**config.mk**
```make
export PLATFORM = sky130hd
export DESIGN_NAME = debug_port_responder_flat
export DESIGN_NICKNAME = d
export VERILOG_FILES = /design/src/rtl/debug_port_responder_if.sv /design/src/rtl/debug_port_responder.sv /design/src/flat_wrapper.sv
export SDC_FILE = /design/constraint.sdc
export NUM_CORES = 1
export LEC_CHECK = 0
export ABC_AREA = 0
export CORE_MARGIN = 1.5
export CORE_UTILIZATION = 35
export DETAILED_ROUTE_END_ITERATION = 12
export PLACE_DENSITY = 0.74
export SLEW_MARGIN = 10
export SYNTH_ARGS = -nofsm -noshare
export SYNTH_HDL_FRONTEND = slang
export SYNTH_SLANG_ARGS = --single-unit
```
**constraint.sdc**
```tcl
create_clock -name clk -period 3.8 [get_ports clk]
set_clock_uncertainty 0.2 [all_clocks]
set_input_delay 0.76 -clock clk [delete_from_list [all_inputs] [get_ports clk]]
set_output_delay 0.76 -clock clk [all_outputs]
set_load 0.03 [all_outputs]
```
**src/rtl/debug_port_responder_if.sv**
```systemverilog
// CPU-side bundle of the debug responder: halt handshake plus the three read ports.
// Latency: none (wires only); the responder registers everything it drives.
// Backpressure: none; halt_ack is a level handshake and the read ports have fixed latency.
//
// master: the responder (drives halt_req, port_owner, read addresses; samples halt_ack and read data)
// slave : the CPU core / memory wrapper
interface debug_port_responder_if #(
    parameter int DATA_W   = 8,
    parameter int D_ADDR_W = 12,
    parameter int INST_W   = 16,
    parameter int I_ADDR_W = 12
) ();
    logic                halt_req;
    logic                halt_ack;
    logic                port_owner;
    logic [I_ADDR_W-1:0] imem_addr;
    logic [INST_W-1:0]   imem_rdata;
    logic [D_ADDR_W-1:0] dmem_addr;
    logic [DATA_W-1:0]   dmem_rdata;
    logic [3:0]          reg_addr;
    logic [DATA_W-1:0]   reg_rdata;

    modport master (
        output halt_req, port_owner, imem_addr, dmem_addr, reg_addr,
        input  halt_ack, imem_rdata, dmem_rdata, reg_rdata
    );

    modport slave (
        input  halt_req, port_owner, imem_addr, dmem_addr, reg_addr,
        output halt_ack, imem_rdata, dmem_rdata, reg_rdata
    );
endinterface

```
**src/rtl/debug_port_responder.sv**
```systemverilog
// Debug read responder: halts the core, owns the read ports, sweeps imem/dmem/regfile into hold registers.
// Latency: one item every RD_LAT+1 cycles, full sweep 3*(RD_LAT+1); halt_req/port_owner are registered.
// Backpressure: none; a halt_ack timeout parks the block in BLOCKED until debug_enable drops.
//
// Ports: clk, reset_n (async, active low); debug_enable and the three *_debug_addr from the board side;
// *_debug_rdata hold registers and sticky halt_timeout back to the board; cpu = halt handshake + read ports.
module debug_port_responder #(
    parameter int DATA_W       = 8,
    parameter int D_ADDR_W     = 12,
    parameter int INST_W       = 16,
    parameter int I_ADDR_W     = 12,
    parameter int RD_LAT       = 1,
    parameter int HALT_TIMEOUT = 255
) (
    input  logic                clk,
    input  logic                reset_n,
    input  logic                debug_enable,
    input  logic [3:0]          reg_debug_addr,
    input  logic [D_ADDR_W-1:0] dmem_debug_addr,
    input  logic [I_ADDR_W-1:0] imem_debug_addr,
    output logic [DATA_W-1:0]   reg_debug_rdata,
    output logic [DATA_W-1:0]   dmem_debug_rdata,
    output logic [INST_W-1:0]   imem_debug_rdata,
    output logic                halt_timeout,
    debug_port_responder_if.master cpu
);
    // The timeout counter only ever holds 0..HALT_TIMEOUT-1.
    localparam int TO_W  = (HALT_TIMEOUT < 2) ? 1 : $clog2(HALT_TIMEOUT);
    localparam int LAT_W = $clog2(RD_LAT + 1);

    typedef enum logic [2:0] {
        IDLE,
        HALT_WAIT,
        RD_IMEM,
        RD_DMEM,
        RD_REG,
        RELEASE,
        BLOCKED
    } state_t;

    state_t              state;
    logic [TO_W-1:0]     to_cnt;
    logic [LAT_W-1:0]    lat_cnt;
    logic                stop_pend;   // debug_enable dropped mid-item; leave after this capture
    logic                halt_req_q;
    logic                port_owner_q;
    logic [I_ADDR_W-1:0] imem_addr_q;
    logic [D_ADDR_W-1:0] dmem_addr_q;
    logic [3:0]          reg_addr_q;

    assign cpu.halt_req   = halt_req_q;
    assign cpu.port_owner = port_owner_q;
    assign cpu.imem_addr  = imem_addr_q;
    assign cpu.dmem_addr  = dmem_addr_q;
    assign cpu.reg_addr   = reg_addr_q;

    always_ff @(posedge clk or negedge reset_n) begin
        if (!reset_n) begin
            state            <= IDLE;
            to_cnt           <= '0;
            lat_cnt          <= '0;
            stop_pend        <= 1'b0;
            halt_req_q       <= 1'b0;
            port_owner_q     <= 1'b0;
            imem_addr_q      <= '0;
            dmem_addr_q      <= '0;
            reg_addr_q       <= '0;
            imem_debug_rdata <= '0;
            dmem_debug_rdata <= '0;
            reg_debug_rdata  <= '0;
            halt_timeout     <= 1'b0;
        end else begin
            case (state)
                IDLE: begin
                    if (debug_enable) begin
                        state        <= HALT_WAIT;
                        halt_req_q   <= 1'b1;
                        to_cnt       <= '0;
                        halt_timeout <= 1'b0;
                    end
                end

                HALT_WAIT: begin
                    // halt_ack outranks both an abandoned request and the timeout
                    if (cpu.halt_ack) begin
                        state        <= RD_IMEM;
                        port_owner_q <= 1'b1;
                        imem_addr_q  <= imem_debug_addr;
                        lat_cnt      <= '0;
                        stop_pend    <= 1'b0;
                    end else if (!debug_enable) begin
                        state      <= RELEASE;
                        halt_req_q <= 1'b0;
                    end else if (to_cnt == TO_W'(HALT_TIMEOUT - 1)) begin
                        state        <= BLOCKED;
                        halt_req_q   <= 1'b0;
                        halt_timeout <= 1'b1;
                    end else begin
                        to_cnt <= to_cnt + 1'b1;
                    end
                end

                RD_IMEM, RD_DMEM, RD_REG: begin
                    if (!cpu.halt_ack) begin
                        // Core left halt under us: the read data cannot be trusted, drop it.
                        state        <= RELEASE;
                        halt_req_q   <= 1'b0;
                        port_owner_q <= 1'b0;
                        imem_addr_q  <= '0;
                        dmem_addr_q  <= '0;
                        reg_addr_q   <= '0;
                    end else if (lat_cnt == LAT_W'(RD_LAT)) begin
                        case (state)
                            RD_IMEM: imem_debug_rdata <= cpu.imem_rdata;
                            RD_DMEM: dmem_debug_rdata <= cpu.dmem_rdata;
                            default: reg_debug_rdata  <= cpu.reg_rdata;
                        endcase
                        if (stop_pend || !debug_enable) begin
                            state        <= RELEASE;
                            halt_req_q   <= 1'b0;
                            port_owner_q <= 1'b0;
                            imem_addr_q  <= '0;
                            dmem_addr_q  <= '0;
                            reg_addr_q   <= '0;
                        end else begin
                            // Address is sampled only on entry so mid-item changes wait a sweep.
                            lat_cnt <= '0;
                            case (state)
                                RD_IMEM: begin
                                    state       <= RD_DMEM;
                                    dmem_addr_q <= dmem_debug_addr;
                                end
                                RD_DMEM: begin
                                    state      <= RD_REG;
                                    reg_addr_q <= reg_debug_addr;
                                end
                                default: begin
                                    state       <= RD_IMEM;
                                    imem_addr_q <= imem_debug_addr;
                                end
                            endcase
                        end
                    end else begin
                        lat_cnt <= lat_cnt + 1'b1;
                        if (!debug_enable) begin
                            stop_pend <= 1'b1;
                        end
                    end
                end

                RELEASE: begin
                    state <= IDLE;
                end

                BLOCKED: begin
                    if (!debug_enable) begin
                        state <= IDLE;
                    end
                end

                default: begin
                    state <= IDLE;
                end
            endcase
        end
    end
endmodule

```
**src/flat_wrapper.sv**
```systemverilog
// flat-port wrapper written by rule: the top's interface ports become plain ports
module debug_port_responder_flat 
#(
    parameter int DATA_W       = 8,
    parameter int D_ADDR_W     = 12,
    parameter int INST_W       = 16,
    parameter int I_ADDR_W     = 12,
    parameter int RD_LAT       = 1,
    parameter int HALT_TIMEOUT = 255
)
  (clk, reset_n, debug_enable, reg_debug_addr, dmem_debug_addr, imem_debug_addr, reg_debug_rdata, dmem_debug_rdata, imem_debug_rdata, halt_timeout, cpu_halt_req, cpu_port_owner, cpu_imem_addr, cpu_dmem_addr, cpu_reg_addr, cpu_halt_ack, cpu_imem_rdata, cpu_dmem_rdata, cpu_reg_rdata);
  debug_port_responder_if #(.DATA_W(DATA_W), .D_ADDR_W(D_ADDR_W), .INST_W(INST_W), .I_ADDR_W(I_ADDR_W)) cpu_i ();
  input  logic clk;
  input  logic reset_n;
  input  logic debug_enable;
  input  logic [3:0] reg_debug_addr;
  input  logic [D_ADDR_W-1:0] dmem_debug_addr;
  input  logic [I_ADDR_W-1:0] imem_debug_addr;
  output logic [DATA_W-1:0] reg_debug_rdata;
  output logic [DATA_W-1:0] dmem_debug_rdata;
  output logic [INST_W-1:0] imem_debug_rdata;
  output logic halt_timeout;
  output wire logic [$bits(cpu_i.halt_req)-1:0] cpu_halt_req;
  output wire logic [$bits(cpu_i.port_owner)-1:0] cpu_port_owner;
  output wire logic [$bits(cpu_i.imem_addr)-1:0] cpu_imem_addr;
  output wire logic [$bits(cpu_i.dmem_addr)-1:0] cpu_dmem_addr;
  output wire logic [$bits(cpu_i.reg_addr)-1:0] cpu_reg_addr;
  input wire logic [$bits(cpu_i.halt_ack)-1:0] cpu_halt_ack;
  input wire logic [$bits(cpu_i.imem_rdata)-1:0] cpu_imem_rdata;
  input wire logic [$bits(cpu_i.dmem_rdata)-1:0] cpu_dmem_rdata;
  input wire logic [$bits(cpu_i.reg_rdata)-1:0] cpu_reg_rdata;
  assign cpu_halt_req = cpu_i.halt_req;
  assign cpu_port_owner = cpu_i.port_owner;
  assign cpu_imem_addr = cpu_i.imem_addr;
  assign cpu_dmem_addr = cpu_i.dmem_addr;
  assign cpu_reg_addr = cpu_i.reg_addr;
  assign cpu_i.halt_ack = cpu_halt_ack;
  assign cpu_i.imem_rdata = cpu_imem_rdata;
  assign cpu_i.dmem_rdata = cpu_dmem_rdata;
  assign cpu_i.reg_rdata = cpu_reg_rdata;
  debug_port_responder #(.DATA_W(DATA_W), .D_ADDR_W(D_ADDR_W), .INST_W(INST_W), .I_ADDR_W(I_ADDR_W), .RD_LAT(RD_LAT), .HALT_TIMEOUT(HALT_TIMEOUT)) u_core (.clk(clk), .reset_n(reset_n), .debug_enable(debug_enable), .reg_debug_addr(reg_debug_addr), .dmem_debug_addr(dmem_debug_addr), .imem_debug_addr(imem_debug_addr), .reg_debug_rdata(reg_debug_rdata), .dmem_debug_rdata(dmem_debug_rdata), .imem_debug_rdata(imem_debug_rdata), .halt_timeout(halt_timeout), .cpu(cpu_i));
endmodule
```
==> results of run 1 <==
-- layer usage --
metal / global-route usage (%) / wire (microns)
met1: 20.92 / 3585
met2: 25.57 / 3882
met3: 5.853 / 654
met4: 4.861 / 91
met5: 0 / 0
-- registers in the layout (all words and copies together) (netlist names), 3 cells and up --
name / count
u_core.cpu.reg_addr: 4
u_core.to_cnt: 8
u_core.cpu.imem_addr: 12
u_core.dmem_debug_rdata: 8
u_core.reg_debug_rdata: 8
u_core.cpu.dmem_addr: 12
u_core.imem_debug_rdata: 16
u_core.state: 3
-- path summary, 6_finish.rpt --
path	end	from	slack, ns
max in group asynchronous	u_core.cpu.reg_addr[2]	reset_n	2.40
min in group asynchronous	u_core.reg_debug_rdata[4]	reset_n	0.34
min reg2reg	u_core.cpu.halt_req	u_core.cpu.halt_req	0.30
min	u_core.cpu.halt_req	u_core.cpu.halt_req	0.30
max	u_core.cpu.imem_addr[7]	cpu_halt_ack	1.05
max reg2reg	u_core.cpu.imem_addr[7]	u_core.state[1]	1.26
-- metrics by stage --
step	cells	setup WS (ns)	total power [uW]
after detailed placement	545	0.7431	3338
after global placement	545	0.8299	3295
after global routing	561	0.8728	4274
after floorplan	299	1.610	2591
after CTS	561	1.103	4064
final	561	1.052	4017
-- cell type report --
class | instances | area share (%)
sequential | 76 | 37.15
multi-input combinational | 189 | 28.67
timing repair buffer | 129 | 25.02
tap | 133 | 3.250
clock buffer | 11 | 2.957
clock inverter | 5 | 1.637
inverter | 18 | 1.320
-- placed cells by master (no fill, tap or decap), drive strengths merged, types with 3 or more instances in the layout --
cell type,instances
o21ai,15
a21oi,11
buf,4
inv,18
clkdlybuf4s50,125
a22o,15
o22ai,3
clkbuf,11
dfrtp,76
o2111ai,3
or3,8
nand2,23
mux2i,13
nand3,5
nor2,13
mux2,32
a32o,5
a21o,3
nor2b,4
nand2b,8
-- synthesized netlist by cell type, drive strengths merged, types with 3 or more instances --
cell     number  area, sq um
buf          13        90.08
clkbuf        3        11.26
a21o          3        22.52
a21oi        11        55.05
nor2b         4        27.53
nand2b        8        57.55
nand2        23        86.33
o2111ai       3        26.28
inv          18        67.56
mux2i        13        130.1
or3           8        50.05
mux2         32        390.4
o21ai        15        78.83
nand3         5        25.02
nor2         13        63.81
a22o         15        131.4
o22ai         3        25.02
dfrtp        76         1902
a32o          5        50.05
-- logic make-up after synthesis --
logic type	Yosys count
AND/OR/NAND/NOR	76
flip-flops	76
AO/OA/AOI/OAI	66
multiplexers	45
buffers and inverters	34
adder cells (fa/ha/maj)	2
-- power by group --
| group | switching, uW | total, uW | internal, uW |
|---|---|---|---|
| sequential | 255 | 1370 | 1110 |
| clock | 295 | 702 | 407 |
| combinational | 1040 | 1950 | 905 |
==> results.toml, run 1 <==
[status]
outcome = "finished, final reports clean"

[floorplanning]
fp.coreArea_sq_um = 9774
die_h_microns = 103.5
dieArea_sq_um = 10720
pin_count = 127
core.rowCount = 36
die_x_microns = 103.5
start_util_pct = 36.20

[drt]
routedWlPerCell_microns = 14.64
drcViolationCount = 0
viasPerCell = 4.911
drt_pass1_iterations = 4
ant_nets = 0
drtIter0Drc = 135
num_vias = 2755
totalWireLength_microns = 8214

[sta]
rsz0062_at_grt = "false"
hold_ws_ns = 0.2978
fmax_mhz = 363.9
tightest_slew_ns = 0.9620
max_slew_margin_pct = 35.87
drv_slew = 0
setup-violations-final = 0
min_period_ns = 2.748
fin_tns_setup_ns = 0
hold_viol_final = 0
post-route-period-util_pct = 72.31

[synthesis]
syn_area_sq_um = 3538
synth_top_family_by_area = "multiplexers"
synth_xor_area_share_pct = 0
muxShareOfSynthArea_pct = 14.71
synth-edff-count = 0
synth-main-ff-cell = "dfrtp_1"
yosys_warnings = 0
synthAdderAreaFrac_pct = 0.7072
syn-num-nets = 365
synth_cells = 299
synth-simple-area-share_pct = 12.59
postSynth.asyncResetShare_pct = 100.0
synth_compound_area_share_pct = 13.47
ys_seq_area_share_pct = 53.75
synth.distinct_cells = 51
synth.avg_cell_area_sq_um = 11.83
ys_seq_elements = 76

[cells_and_area]
fin_area_sq_um = 5120
drive_above_1_share_pct = 14.72
area_growth_pct = 44.70
fin_nets = 489
regArea_sq_um = 1902
n_antenna_cell = 0
fin_util_pct = 52.38
fillers = 875
multi_input_area_sq_um = 1468

[power_and_ir_drop]
power_density_nw_per_um2 = 784.7
p_leak_uw = 0.002214
ir_worst_vdd_mv = 0.3310

[worst_setup_path]
critPathSlowestCell = "o22ai_2"
cp.buffers_inverters = 1
required_ns = 3.85
crit_cells = 5
cp_max_fo = 12
cp_top_family = "compound AO/OA/AOI/OAI gates"
cpPeakStageDelay_ns = 0.67
crit_arrival_ns = 2.80
crit_chain = "clkdlybuf4s50_1, nand3b_1, a21oi_1, o22ai_2, mux2i_1"
start_kind = "input port"
rr_worst_depth = 4
critPathKind = "in2reg"
endpoint_kind = "flop"

[clock_network]
cts_hold_buffers = 0
clock_latency_ns = 0.34
cts_tree = "built"
postCtsSetupRepairBufs = 0
cts_inserted_buffers = 9
htreeDepth = 3
clock_sinks = 76
cts_resized = 0
cts_buffer_depth = 2
path_clk_slew_ns = 0.08
clockRootBuffer = "clkbuf_8"

[global_routing]
grt_util_all_layers_pct = 16.21
grt_max_degree = 77
grt_pass1_vias = 2885
gr-total-overflow = 0
antenna_found_initial = 0
grt_pass1_wl_microns = 14160

[placement]
place_congestion = 0.8846
dpl_cell_area_sq_um = 4885
hpwl_microns = 5861
portBuffers = 126

[min_path]
hold_path_depth = 1
hold_path.class = "reg2reg"

[flow_run]
drv_cap = 0
Power figures use the tool's default switching activity.
==> run 2, diff against run 1 <==
- clock period: 3.8 -> 2.79 ns (I/O delays scaled with it)
==> run 2 against run 1 <==
  * Setup slack worse by 0.63 ns
  * Routed wire length is 2.2% higher
  * Critical endpoint is now u_core.dmem_debug_rdata[5]
  * Combinational power is 41% higher
==> results.toml, run 2 (same netlist as run 1, synthesis figures left out) <==
[placement]
portBuffers = 126
place_congestion = 0.8951
hpwl_microns = 5955
dpl_cell_area_sq_um = 4942

[worst_setup_path]
critPathKind = "reg2reg"
cp_top_family = "simple AND/OR/NAND/NOR gates"
cp.buffers_inverters = 0
start_kind = "flop"
endpoint_kind = "flop"
crit_arrival_ns = 2.40
cp_max_fo = 20
required_ns = 2.82
crit_chain = "nand2_1, or3_1, mux2_4"
critPathSlowestCell = "dfrtp_1"
cpPeakStageDelay_ns = 0.76

[sta]
drv_slew = 0
fmax_mhz = 422.2
setup-violations-final = 0
min_period_ns = 2.369
hold_viol_final = 0
max_slew_margin_pct = 37.23
rsz0062_at_grt = "false"
hold_ws_ns = 0.1336
post-route-period-util_pct = 84.90
tightest_slew_ns = 0.9415
fin_tns_setup_ns = 0

[drt]
wl_met3_microns = 625
ant_nets = 0
drcViolationCount = 0
routedWlPerCell_microns = 14.80
totalWireLength_microns = 8394
routed.top_layer = "met4"
num_vias = 2803
route.met2.wl_microns = 3914
drt_pass1_iterations = 4
wl_met1_microns = 3693
viasPerCell = 4.944
drtIter0Drc = 114

[floorplanning]
die_x_microns = 103.5
core.rowCount = 36
die_h_microns = 103.5
pin_count = 127
start_util_pct = 36.20
fp.coreArea_sq_um = 9774
dieArea_sq_um = 10720

[power_and_ir_drop]
comb_power_share_pct = 50.5
clkPwrFrac_pct = 15.7
p_leak_uw = 0.002232
totalPowerFinal_uw = 5416
ir_worst_vdd_mv = 0.4167
seqPwrFrac_pct = 33.8
p_int_uw = 3213
p_switching_uw = 2203
netSwitchingFraction_pct = 40.67
power_density_nw_per_um2 = 1053

[clock_network]
cts_inserted_buffers = 9
htreeDepth = 3
cts_hold_buffers = 0
cts_resized = 0
path_clk_slew_ns = 0.08
postCtsSetupRepairBufs = 0
cts_buffer_depth = 2
clockRootBuffer = "clkbuf_8"
clock_sinks = 76
clock_latency_ns = 0.35
cts_tree = "built"

[cells_and_area]
largest_register = "u_core.imem_debug_rdata"
final_common_cell = "clkdlybuf4s50_1"
area_growth_pct = 45.37
largest_reg_flops = 16
drive_above_1_share_pct = 15.90
layout_common_cells = "clkdlybuf4s50_1, dfrtp_1, mux2_2"
fin_nets = 495
fin_area_sq_um = 5144
fin_util_pct = 52.62
n_antenna_cell = 0
fillers = 915

[global_routing]
gr-total-overflow = 0
grt_util_all_layers_pct = 15.86
grt_max_degree = 77
grt_pass1_wl_microns = 13830
antenna_found_initial = 0
grt_pass1_vias = 2861

[flow_run]
drv_cap = 0

[min_path]
hold_path.class = "in2async"

[status]
outcome = "finished, final reports clean"
## run 2: changes by cell type in the layout (fill, tap and decap cells not counted)
cell	previous run	this run
buf_12	0	1
buf_4	4	9
bufinv_16	2	1
clkbuf_8	11	10
clkinv_2	0	2
## run 2: per-stage QoR
stage               worst slack, ns  cells
global placement             0.1454    551
CTS                          0.4265    567
floorplan                    0.8023    299
detailed placement          0.09274    551
finish                       0.4212    567
global route                 0.2314    567
## run 2: cell type report
type                       count  area, sq um  area share (%)
clock buffer                  10        137.6           2.676
clock inverter                 6        63.81           1.241
inverter                      18        67.56           1.314
multi-input combinational    189         1468           28.53
sequential                    76         1902           36.97
tap                          133        166.4           3.235
timing repair buffer         135         1339           26.03
## run 2: final timing paths
path                                     startpoint                          to  slack (ns)  cells past startpoint
min in group clk                u_core.cpu.halt_req         u_core.cpu.halt_req        0.30                      1
worst min register to register  u_core.cpu.halt_req         u_core.cpu.halt_req        0.30                      1
worst max register to register      u_core.state[1]  u_core.dmem_debug_rdata[5]        0.42                      3
worst min-delay path                        reset_n   u_core.reg_debug_rdata[2]        0.13                      1
worst max-delay path                u_core.state[1]  u_core.dmem_debug_rdata[5]        0.42                      3
max in group asynchronous                   reset_n     u_core.cpu.imem_addr[2]        1.62                      1
## run 2: routing by layer
| metal | track usage (%) | up-vias |
|---|---|---|
| met3 | 4.405 | 16 |
| met2 | 25.57 | 112 |
| met4 | 6.548 | 0 |
| met1 | 20.15 | 1343 |
| met5 | 0 | - |
| li1 | - | 1332 |
## run 2: power groups by stage
stage / clock network (uW) / logic (uW) / registers [uW]
6_report: 849 / 2740 / 1830
5_1_grt: 919 / 2910 / 1890
4_1_cts: 878 / 2760 / 1830
3_5_place_dp: 0 / 2750 / 1850
3_3_place_gp: 0 / 2700 / 1830
2_1_floorplan: 0 / 1060 / 2470
==> RTL edit 1 (settings of run 2) <==
Re-encode `state_t` (7 states) as one-hot, 7 bits wide.
--- a/src/rtl/debug_port_responder.sv
+++ b/src/rtl/debug_port_responder.sv
@@ -28,14 +28,14 @@
     localparam int TO_W  = (HALT_TIMEOUT < 2) ? 1 : $clog2(HALT_TIMEOUT);
     localparam int LAT_W = $clog2(RD_LAT + 1);
 
-    typedef enum logic [2:0] {
-        IDLE,
-        HALT_WAIT,
-        RD_IMEM,
-        RD_DMEM,
-        RD_REG,
-        RELEASE,
-        BLOCKED
+    typedef enum logic [6:0] {
+        IDLE      = 7'b0000001,
+        HALT_WAIT = 7'b0000010,
+        RD_IMEM   = 7'b0000100,
+        RD_DMEM   = 7'b0001000,
+        RD_REG    = 7'b0010000,
+        RELEASE   = 7'b0100000,
+        BLOCKED   = 7'b1000000
     } state_t;
 
     state_t              state;
Function: same outputs for any inputs over 10 cycles, from zero or initial values and one cycle with reset_n low; not proved beyond that.
==> RTL edit 1 against run 2 <==
  * Sequential cell count grew 4
  * Worst setup slack lost 230 ps
  * First-iteration DRC count grew 18%
  * Power shrank 31%
  * Area after synthesis grew 0.71%
  * Clock power shrank 0.9%
  * Final area grew 2.1%
  * Non-clock buffer count grew 6
  * Wire length grew 3.6%
  * Highest routed layer unchanged
==> RTL edit 1: results (changes against run 2) <==
slowest cell on the critical path=or4_4; DR vias/cell=4.96 (+0.34%); Initial DRC Count=135 (+18%); HP Class=flip-flop to flip-flop; mux contribution to synthesized area=14.4% (-0.28 points); top post-synthesis cells by area=dfrtp_1 55%, mux2_2 11%, mux2i_1 3.4%; crit path to=u_core.state[4]; first-pass GRT wire length=14,400 um (+4.0%); post-synthesis adder-cell area fraction=0.702% (-0.0050 points); Comb pwr share=37.3% (-13 points); Worst VDD drop=0.000278 V (-33%); leakage=2.49 nW (+12%); r2r setup slk=190 ps (-230 ps); crit path max fanout=10 (-50%); hpwl dp=6390 um (+7.3%); Synth warnings=0 (unchanged); largest net degree at the start of global routing=42 (-45%); R2R cell count=5 (+2); hold path cells=2; global-route usage over all layers=16.6% (+0.78 points); Final #Nets=507 (+2.4%); vias in the first global route=2,964 (+3.6%); compound-cell area share of the yosys netlist=11.3% (-2.1 points); Yosys cell types=49 (-3.9%); most frequent cells after synthesis=79 x dfrtp_1, 35 x mux2_2, 23 x nand2_1; share of cells above drive strength 1=16.6% (+0.69 points); CP peak stage delay=670 ps (-90 ps); Worst Path Arrival=2630 ps (+230 ps); sequential share of power=40.1% (+6.3 points); Leading power group=sequential cells; outcome=finished, final reports clean; Tightest Pin Transition=579 ps (-363 ps); FF-to-FF End=u_core.state[4]; xor and xnor area share after synthesis=0.246% (+0.25 points); post-synthesis sequential area ratio=56.2% (+2.5 points); Hold Buf Count CTS=1 (+1); switch share=35.5% (-5.2 points); Total Routed Length=8690 um (+3.6%); initial antenna violation count=0 (unchanged)
[RTL edit 1: per-stage QoR]
stage	total power [W]	area, um^2	cells	hold WS (ps)	setup WS [ps]
2_1_floorplan	0.00232	3560	303	62.4	290
3_3_place_gp	0.00288	5030	562	260	172
3_5_place_dp	0.00290	5030	562	270	154
4_1_cts	0.00376	5240	579	288	94.9
5_1_grt	0.00395	5250	579	324	102
6_report	0.00373	5250	579	285	191
[RTL edit 1: per-layer routing]
metal	up-vias	GRT usage, %	share of wire, %	wire, um
li1	1356	-	-	-
met5	-	0	0	0
met3	15	3.63	5.3	459
met4	0	7.34	2.3	198
met1	1405	21.1	44	3800
met2	96	27.4	49	4230
[RTL edit 1: cell type report]
type,instances,area [um^2]
Fill cell,897,4570
Inverter,21,78.8
Tap cell,133,166
Timing Repair Buffer,141,1390
Sequential cell,80,2000
Clock inverter,6,58.8
Multi-Input combinational cell,188,1420
Clock buffer,10,138
==> RTL edit 2 (settings of run 2) <==
Without the edit above. `RD_LAT` is set to 1 in 2 places; all go to 2. Comments in the files are not updated.
--- a/src/rtl/debug_port_responder.sv
+++ b/src/rtl/debug_port_responder.sv
@@ -9,7 +9,7 @@
     parameter int D_ADDR_W     = 12,
     parameter int INST_W       = 16,
     parameter int I_ADDR_W     = 12,
-    parameter int RD_LAT       = 1,
+    parameter int RD_LAT       = 2,
     parameter int HALT_TIMEOUT = 255
 ) (
     input  logic                clk,
--- a/src/flat_wrapper.sv
+++ b/src/flat_wrapper.sv
@@ -5,7 +5,7 @@
     parameter int D_ADDR_W     = 12,
     parameter int INST_W       = 16,
     parameter int I_ADDR_W     = 12,
-    parameter int RD_LAT       = 1,
+    parameter int RD_LAT       = 2,
     parameter int HALT_TIMEOUT = 255
 )
   (clk, reset_n, debug_enable, reg_debug_addr, dmem_debug_addr, imem_debug_addr, reg_debug_rdata, dmem_debug_rdata, imem_debug_rdata, halt_timeout, cpu_halt_req, cpu_port_owner, cpu_imem_addr, cpu_dmem_addr, cpu_reg_addr, cpu_halt_ack, cpu_imem_rdata, cpu_dmem_rdata, cpu_reg_rdata);
Behaviour: not the same (Yosys sat finds a counterexample within 10 cycles, from zero or initial values and one cycle with reset_n low).
==> RTL edit 2 against run 2 <==
  * Die area is 0.27% lower
  * Sequential cell count is 1 higher
  * Power down 18%
  * Core utilization is 0.29 points lower
  * Area after synthesis shrank 0.28%
  * Final area is 0.56% lower
  * Wire length grew 0.23%
  * Critical endpoint is now u_core.cpu.imem_addr[9]
  * Worst setup slack better by 14 ps
  * Worst hold slack got worse by 110 ps
==> RTL edit 2: results (changes against run 2) <==
Setup crit start=u_core.state[2]; pre-CTS setup slack=145 ps (+52.3 ps); root buffer cell=clkbuf_8; Worst VDD drop=0.000322 V (-23%); max FFs per register=16 (unchanged); Num CTS Buffers=9 (unchanged); Clock transition at path regs=90 ps; post-synth net total=355 (-2.7%); initial antenna violation count=0 (unchanged); RePlAce Congestion=0.944 (+5.5%); H-Tree Depth=3 (unchanged); GR met2 Demand/Resource=26.0% (+0.42 points); met1 Track Usage GR=19.5% (-0.60 points); CTS max path bufs=2 (unchanged); crit path max fanout=14 (-30%); largest reg by FF count=u_core.imem_debug_rdata; worst r2r src=u_core.state[2]; setup tns final=0 ps (unchanged); M3 GR Usage=3.49% (-0.91 points); Yosys cell types=53 (+3.9%); outcome=finished, final reports clean; leakage=2.34 nW (+4.8%); share of cells above drive strength 1=16.5% (+0.57 points); Port-buffer cells=126 (unchanged); hpwl dp=6130 um (+2.9%); largest net degree at the start of global routing=78 (+1.3%); Synth warnings=0 (unchanged); Resized Gates After CTS=0 (unchanged); Clk Latency, worst-skew pair=350 ps (about the same); Post-CTS Setup Inserts=0 (unchanged); post-synthesis sequential area ratio=54.6% (+0.86 points); Final #Nets=487 (-1.6%); DR vias/cell=4.93 (-0.31%); top post-synthesis cells by area=dfrtp_1 55%, mux2_2 7.3%, a22o_1 4.5%; vias in the first global route=2,722 (-4.9%); most frequent cells after synthesis=77 x dfrtp_1, 23 x mux2_2, 21 x nand2_1; Initial DRC Count=99 (-13%); first-pass GRT wire length=13,000 um (-6.0%); Rel. slew slack=63.4% (+26 points); global-route usage over all layers=15.6% (-0.28 points); HP Class=primary input to asynchronous set/reset pin; Total Routed Length=8410 um (+0.23%); predominant post-synthesis flop cell=dfrtp_1
-- RTL edit 2: changes by cell type in the layout (fill, tap and decap cells not counted), moves of 4 or more --
cell      change
or3_1         -4
a32o_1        -5
nand2b_1      -4
a21oi_1       -4
-- RTL edit 2: worst paths after layout --
check / end / slack [ps] / depth (start not counted)
setup reg to reg: u_core.cpu.imem_addr[9] / 440 / 4
min in group clk: u_core.cpu.dmem_addr[0] / 310 / 1
hold / removal: u_core.to_cnt[0] / 20 / 2
hold reg to reg: u_core.cpu.dmem_addr[0] / 310 / 1
max in group asynchronous: u_core.imem_debug_rdata[13] / 2050 / 2
setup / recovery: u_core.cpu.imem_addr[9] / 440 / 4
-- RTL edit 2: where the power goes --
group,internal [W],switching (W)
registers,0.00139,0.000213
clock network,0.000408,0.000411
logic,0.000911,0.00111
total,0.00271,0.00173
-- RTL edit 2: layer usage --
metal / routed length, um / share of wire [%]
met4: 126 / 1.5
met5: 0 / 0
met2: 4180 / 50
met1: 3550 / 42
met3: 555 / 6.6
-- RTL edit 2: critical path: stages, from the launching register on --
cell     delay, ps
dfrtp_1        550
nor3b_2        260
nor2_1         410
o221a_2        570
mux2i_1        260
-- RTL edit 2: cell families (layout without fill, tap and decap cells) --
logic type                 count (synthesis)  after routing  synth area share [%]
AOI/OAI and AO/OA                         65             65                  13.5
xor gates and xnor gates                   1              1                 0.248
adders and majority gates                  2              2                 0.709
buffers and inverters                     31            167                  4.89
DFF                                       77             77                  54.6
muxes                                     46             46                  15.3
and+or+nand+nor                           67             67                  10.8
-- RTL edit 2: area by class of cell --
type	instances	area (um^2)
Sequential cell	77	1930
Inverter	16	60.1
Clock inverter	6	62.6
Timing Repair Buffer	136	1350
Fill cell	879	4660
Clock buffer	9	124
Tap cell	133	166
Multi-Input combinational cell	181	1430
-- RTL edit 2: per-stage QoR --
step                hold slack (ps)  instances  power, W  cell area (um^2)  utilization (%)
floorplan                      62.4        289   0.00288              3530                -
global placement                283        543   0.00362              4930             50.4
detailed placement              281        543   0.00366              4930             50.4
CTS                            24.3        558   0.00450              5110             52.3
global route                   56.5        558   0.00471              5110             52.3
finish                         20.8        558   0.00444              5110             52.3
